--- config.mk ---
export PLATFORM = sky130hd
export DESIGN_NAME = uart_rx_fsm_flat
export DESIGN_NICKNAME = d
export VERILOG_FILES = /design/src/rtl/uart_rx_fsm_if.sv /design/src/rtl/uart_rx_fsm.sv /design/src/flat_wrapper.sv
export SDC_FILE = /design/constraint.sdc
export NUM_CORES = 1
export LEC_CHECK = 0
export CORE_ASPECT_RATIO = 0.5
export CORE_UTILIZATION = 50
export DETAILED_ROUTE_END_ITERATION = 10
export MAX_ROUTING_LAYER = met4
export PLACE_DENSITY = 0.71
export SLEW_MARGIN = 20
export SYNTH_ARGS = -nofsm -noshare
export SYNTH_HDL_FRONTEND = slang
export SYNTH_SLANG_ARGS = --single-unit
export TNS_END_PERCENT = 5
--- constraint.sdc ---
create_clock -name clk -period 2.52 [get_ports clk]
set_input_delay 0.378 -clock clk [delete_from_list [all_inputs] [get_ports clk]]
set_output_delay 0.378 -clock clk [all_outputs]
set_load 0.01 [all_outputs]
--- src/rtl/uart_rx_fsm_if.sv ---
// Serial receive bundle: line in, byte/status out.
// master = receiver side, slave = line driver / consumer side.
interface uart_rx_fsm_if;
  logic       rx;
  logic [7:0] rx_data;
  logic       rx_valid;
  logic       parity_err;
  logic       frame_err;
  logic       busy;

  modport master (
    input  rx,
    output rx_data,
    output rx_valid,
    output parity_err,
    output frame_err,
    output busy
  );

  modport slave (
    output rx,
    input  rx_data,
    input  rx_valid,
    input  parity_err,
    input  frame_err,
    input  busy
  );
endinterface

--- src/rtl/uart_rx_fsm.sv ---
// UART receiver: 1 start, 8 data LSB-first, parity, 1 stop.
// Oversampled line, centre sampling, 1-cycle result strobe.
module uart_rx_fsm #(
  parameter int CLKS_PER_BIT = 16,
  parameter bit PARITY_ODD   = 1'b0
) (
  input logic          clk,
  input logic          rst,
  uart_rx_fsm_if.master bus
);

  localparam int HALF = CLKS_PER_BIT / 2;
  localparam int CW   = $clog2(CLKS_PER_BIT);

  localparam logic [CW-1:0] LAST = CW'(CLKS_PER_BIT - 1);
  localparam logic [CW-1:0] MID  = CW'(HALF - 1);

  typedef enum logic [2:0] {
    IDLE   = 3'd0,
    START  = 3'd1,
    DATA   = 3'd2,
    PARITY = 3'd3,
    STOP   = 3'd4
  } state_t;

  state_t        state;
  state_t        state_d;
  logic [CW-1:0] cnt;
  logic [CW-1:0] cnt_d;
  logic [2:0]    idx;
  logic [2:0]    idx_d;
  logic [7:0]    shift;
  logic [7:0]    shift_d;
  logic          pbit;
  logic          pbit_d;
  logic          done;

  logic          rx_m;
  logic          rx_s;
  logic          rx_q;

  logic [7:0]    data_r;
  logic          valid_r;
  logic          perr_r;
  logic          ferr_r;

  // rx_q trails rx_s so a falling edge is rx_q & ~rx_s
  always_ff @(posedge clk or negedge rst) begin
    if (!rst) begin
      rx_m <= 1'b1;
      rx_s <= 1'b1;
      rx_q <= 1'b1;
    end else begin
      rx_m <= bus.rx;
      rx_s <= rx_m;
      rx_q <= rx_s;
    end
  end

  always_ff @(posedge clk or negedge rst) begin
    if (!rst) begin
      state <= IDLE;
      cnt   <= '0;
      idx   <= '0;
      shift <= '0;
      pbit  <= 1'b0;
    end else begin
      state <= state_d;
      cnt   <= cnt_d;
      idx   <= idx_d;
      shift <= shift_d;
      pbit  <= pbit_d;
    end
  end

  always_comb begin
    state_d = state;
    cnt_d   = cnt + 1'b1;
    idx_d   = idx;
    shift_d = shift;
    pbit_d  = pbit;
    done    = 1'b0;
    unique case (state)
      IDLE: begin
        cnt_d = '0;
        if (rx_q && !rx_s) begin
          state_d = START;
        end
      end
      START: begin
        if (cnt == MID) begin
          cnt_d = '0;
          idx_d = '0;
          // a line back high at mid-start is a glitch
          state_d = rx_s ? IDLE : DATA;
        end
      end
      DATA: begin
        if (cnt == LAST) begin
          cnt_d        = '0;
          shift_d[idx] = rx_s;
          if (idx == 3'd7) begin
            idx_d   = '0;
            state_d = PARITY;
          end else begin
            idx_d = idx + 3'd1;
          end
        end
      end
      PARITY: begin
        if (cnt == LAST) begin
          cnt_d   = '0;
          pbit_d  = rx_s;
          state_d = STOP;
        end
      end
      STOP: begin
        if (cnt == LAST) begin
          cnt_d   = '0;
          done    = 1'b1;
          state_d = IDLE;
        end
      end
      default: begin
        cnt_d   = '0;
        idx_d   = '0;
        state_d = IDLE;
      end
    endcase
  end

  always_ff @(posedge clk or negedge rst) begin
    if (!rst) begin
      data_r  <= 8'h00;
      valid_r <= 1'b0;
      perr_r  <= 1'b0;
      ferr_r  <= 1'b0;
    end else begin
      valid_r <= done;
      if (done) begin
        data_r <= shift;
        perr_r <= ^shift ^ pbit ^ PARITY_ODD;
        ferr_r <= ~rx_s;
      end
    end
  end

  assign bus.rx_data    = data_r;
  assign bus.rx_valid   = valid_r;
  assign bus.parity_err = perr_r;
  assign bus.frame_err  = ferr_r;
  assign bus.busy       = (state != IDLE);

endmodule

--- src/flat_wrapper.sv ---
// flat-port wrapper written by rule: the top's interface ports become plain ports
module uart_rx_fsm_flat 
#(
  parameter int CLKS_PER_BIT = 16,
  parameter bit PARITY_ODD   = 1'b0
)
  (clk, rst, bus_rx, bus_rx_data, bus_rx_valid, bus_parity_err, bus_frame_err, bus_busy);
  uart_rx_fsm_if bus_i ();
  input logic clk;
  input logic rst;
  input wire logic [$bits(bus_i.rx)-1:0] bus_rx;
  output wire logic [$bits(bus_i.rx_data)-1:0] bus_rx_data;
  output wire logic [$bits(bus_i.rx_valid)-1:0] bus_rx_valid;
  output wire logic [$bits(bus_i.parity_err)-1:0] bus_parity_err;
  output wire logic [$bits(bus_i.frame_err)-1:0] bus_frame_err;
  output wire logic [$bits(bus_i.busy)-1:0] bus_busy;
  assign bus_i.rx = bus_rx;
  assign bus_rx_data = bus_i.rx_data;
  assign bus_rx_valid = bus_i.rx_valid;
  assign bus_parity_err = bus_i.parity_err;
  assign bus_frame_err = bus_i.frame_err;
  assign bus_busy = bus_i.busy;
  uart_rx_fsm #(.CLKS_PER_BIT(CLKS_PER_BIT), .PARITY_ODD(PARITY_ODD)) u_core (.clk(clk), .rst(rst), .bus(bus_i));
endmodule
==> impl_results.rst <==
.. list-table::
   :header-rows: 1

   * - Metric
     - Value
   * - Run status
     - finished, final reports clean
   * - Detailed Route Iter0 Violations
     - 45
   * - CTS Hold Bufs
     - 0
   * - Synth async-reset ratio
     - 100%
   * - Tmin final
     - 2.09 ns
   * - Maximum count of clock buffers along a single path
     - 2
   * - Worst path top cell family by delay
     - flip-flops
   * - Via count of the first global-routing pass
     - 887
   * - Number of library cell types mapped by synthesis
     - 41
   * - Layout overhead on the synthesized area
     - 14.9%
   * - Fraction of power consumed by the clock network
     - 39.0%
   * - DRC Markers
     - 0
   * - Count of state elements after synthesis
     - 33
   * - Diodes inserted
     - 0
   * - Post-Synthesis Cell Area
     - 1570 sq um
   * - CP required
     - 2.14 ns
   * - Critical path cell sequence
     - or3_1 -> clkdlybuf4s50_1
   * - First-pass GRT wire length
     - 4040 microns
   * - Number of antenna-violating nets in the routed design
     - 0
   * - Chip height
     - 41.6 microns
   * - Share of power burned in combinational logic
     - 3.9%
   * - WP data arrival
     - 1.71 ns
   * - Hold Path Cell Cnt
     - 0
   * - Max rail drop VDD
     - 0.326 mV
   * - Number of synthesized flops with an enable pin
     - 0
   * - Final setup violation count
     - 0
   * - Count of mapped cells out of synthesis
     - 123
   * - Type of destination of the critical path
     - output port
   * - Cells taking the most area after synthesis
     - sky130_fd_sc_hd__dfrtp_1, sky130_fd_sc_hd__mux2_2, sky130_fd_sc_hd__dfstp_2
   * - Final Power
     - 964 uW
   * - Register share of total power
     - 57.1%
   * - Top-area cell type share of the netlist area
     - 48.0%
   * - Most common library cells after synthesis
     - sky130_fd_sc_hd__dfrtp_1, sky130_fd_sc_hd__mux2_2, sky130_fd_sc_hd__nand2_1
   * - Number of buffers inserted during clock tree synthesis
     - 5
   * - Share of post-route cells with drive strength above 1
     - 23.0%
   * - Hpwl dp
     - 1600 microns
   * - GRT overflow
     - 0
   * - Number of antenna violations at the first check in global routing
     - 0
   * - Clock sink count
     - 33
   * - Switching power share of the total
     - 22.6%
   * - Max-slew headroom at the worst pin
     - 73.2%
   * - Ratio of routed vias to standard cells
     - 5.27
   * - Max-Cap Viols
     - 0
   * - Num rows
     - 13
   * - Internal power
     - 746 uW
   * - Per-cell routed wire length
     - 13.2 microns
   * - Largest net degree at the start of global routing
     - 34
   * - # port buffers
     - 14
   * - Initial core utilization
     - 56.3%
   * - Share of the cycle needed by the critical path after routing
     - 82.9%
   * - Routed wire length
     - 2320 microns
   * - Syn_nets
     - 129
   * - Stages on the worst setup path
     - 2
   * - Maximum single-stage delay on the critical path
     - 0.51 ns
   * - Insertion delay to the later sink of the worst-skew pair
     - 0.28 ns
   * - Setup repair after global routing missed its margin
     - no
   * - Avg Inst Size Synth
     - 12.7 sq um
   * - Gpl congestion
     - 0.746
   * - Leakage power
     - 0.871 nW
   * - Clock H-tree levels
     - 2
   * - TritonRoute pass-1 iters
     - 4
   * - Number of max-slew violations in the final report
     - 0
   * - Clock Tree Root
     - sky130_fd_sc_hd__clkbuf_8
   * - Net load switching power
     - 218 uW
   * - Pin slew with the least headroom to its limit
     - 0.402 ns
   * - Total number of yosys warnings
     - 0
   * - Highest achievable clock rate
     - 479 MHz
   * - Most common cell in the synthesized netlist
     - sky130_fd_sc_hd__dfrtp_1
   * - R2R cell count
     - 5
   * - Buffer and inverter count on the worst path
     - 1
   * - CTS tree
     - yes
   * - Path type of the worst min-delay path
     - register to register
   * - Areal power density over the cells
     - 536 nW/um^2
   * - CP max stage cell
     - sky130_fd_sc_hd__dfrtp_1
   * - Cell type with the largest total area after synthesis
     - sky130_fd_sc_hd__dfrtp_1
   * - Total negative setup slack
     - 0 ns
   * - Post-synthesis sequential area ratio
     - 53.0%
   * - Maximum fanout along the worst path
     - 13
   * - Overall via count from detail_route
     - 927
   * - Clock Pin Slew Worst Setup and Hold Paths
     - 0.06 ns
   * - Fin Clk Skew
     - 0.00833 ns
   * - I/O pin cnt
     - 15
   * - GRT Total Usage
     - 17.0%
   * - Count of cells resized by post-cts repair
     - 0
   * - Die X-Extent
     - 81.1 microns
   * - Nets
     - 144
   * - Critical path launch point type
     - register
   * - Top FF cell, synth
     - sky130_fd_sc_hd__dfrtp_1
   * - Final Hold Violating Endpoints
     - 0
   * - Worst Setup Path Type
     - register to output port
   * - CORE AREA
     - 2780 sq um
   * - Post-CTS setup buffers
     - 0
   * - Die Footprint
     - 3370 sq um
   * - Share of the core filled with cells in the final layout
     - 64.7%
layout make-up:
cell class / instances / area [sq um]
Clock buffer: 6 / 72.6
Clock inverter: 2 / 10.0
Fill cell: 205 / 982
Inverter: 3 / 11.3
Multi-Input combinational cell: 80 / 682
Sequential cell: 33 / 830
Tap cell: 37 / 46.3
Timing Repair Buffer: 15 / 148
registers in the layout (all words and copies together) (netlist names):
| signal | cells |
|---|---|
| u_core.bus.parity_err | 1 |
| u_core.idx | 3 |
| u_core.bus.rx_data | 8 |
| u_core.state | 3 |
| u_core.rx_s | 1 |
| u_core.rx_m | 1 |
| u_core.rx_q | 1 |
| u_core.bus.rx_valid | 1 |
| u_core.cnt | 4 |
| u_core.bus.frame_err | 1 |
| u_core.shift | 8 |
| u_core.pbit | 1 |
cells by family after synthesis:
| family | count (synthesis) | synth area share (%) |
|---|---|---|
| DFF | 33 | 53.0 |
| and+or+nand+nor | 34 | 13.5 |
| adders and majority gates | 3 | 2.40 |
| buffers and inverters | 10 | 3.44 |
| muxes | 20 | 15.0 |
| xor gates and xnor gates | 9 | 5.91 |
| AOI/OAI and AO/OA | 14 | 6.72 |
placed cells by master (no fill, tap or decap), types with 2 or more instances in the layout:
master                            Yosys  routed
sky130_fd_sc_hd__dfrtp_1             30      30
sky130_fd_sc_hd__clkdlybuf4s50_1      0      14
sky130_fd_sc_hd__mux2_2              11      11
sky130_fd_sc_hd__nand2_1              6       6
sky130_fd_sc_hd__nor2_1               5       5
sky130_fd_sc_hd__mux2_1               5       5
sky130_fd_sc_hd__clkbuf_8             0       5
sky130_fd_sc_hd__nand3_1              4       4
sky130_fd_sc_hd__xor2_1               4       4
sky130_fd_sc_hd__o21ai_0              4       4
sky130_fd_sc_hd__xnor2_1              4       4
sky130_fd_sc_hd__and3_1               3       3
sky130_fd_sc_hd__inv_1                3       3
sky130_fd_sc_hd__mux2_4               3       3
sky130_fd_sc_hd__nor3_1               3       3
sky130_fd_sc_hd__ha_1                 3       3
sky130_fd_sc_hd__dfstp_2              3       3
sky130_fd_sc_hd__nor3b_1              2       2
sky130_fd_sc_hd__nand3b_1             2       2
sky130_fd_sc_hd__o21bai_1             2       2
sky130_fd_sc_hd__clkinv_2             0       2
worst register-to-register path: cells and delay by family (launching register included):
family / cells / cell delay, ns
AOI/OAI and AO/OA: 2 / 0.38
adders and majority gates: 1 / 0.24
DFF: 1 / 0.37
muxes: 1 / 0.34
and+or+nand+nor: 1 / 0.35
layer usage:
layer  GRT usage [%]  vias to the layer above  share of wire [%]  routed length (microns)
li1                -                      462                  -                        -
met4            5.36                        0                1.4                       33
met1            23.6                      440                 54                     1240
met5               -                        -                  0                        0
met2            22.4                       18                 40                      937
met3            7.25                        7                4.6                      106
power by group through the flow:
stage	sequential [mW]	combinational (mW)	clock, mW
6_report	0.550	0.0377	0.376
5_1_grt	0.552	0.0425	0.417
4_1_cts	0.550	0.0390	0.389
2_1_floorplan	0.553	0.0232	0
3_3_place_gp	0.559	0.0383	0
3_5_place_dp	0.560	0.0384	0
metrics by stage:
stage / cells / instance area, sq um / hold slack (ns) / setup WS (ns)
floorplan: 123 / 1570 / 0.0824 / 0.890
global placement: 168 / 1720 / 0.346 / 0.746
detailed placement: 168 / 1720 / 0.351 / 0.718
CTS: 176 / 1800 / 0.362 / 0.417
global route: 176 / 1800 / 0.366 / 0.340
finish: 176 / 1800 / 0.360 / 0.430
final timing paths:
path	from	end	slack (ns)
max in group asynchronous	rst	u_core.rx_q$_DFF_PN1_	1.70
setup / recovery	u_core.state[0]$_DFFE_PN0P_	bus_busy	0.43
hold reg to reg	u_core.rx_m$_DFF_PN1_	u_core.rx_s$_DFF_PN1_	0.36
setup reg to reg	u_core.cnt[0]$_DFF_PN0_	u_core.state[0]$_DFFE_PN0P_	0.70
hold / removal	u_core.rx_m$_DFF_PN1_	u_core.rx_s$_DFF_PN1_	0.36
min in group asynchronous	rst	u_core.cnt[0]$_DFF_PN0_	0.48
Power figures use the tool's default switching activity.
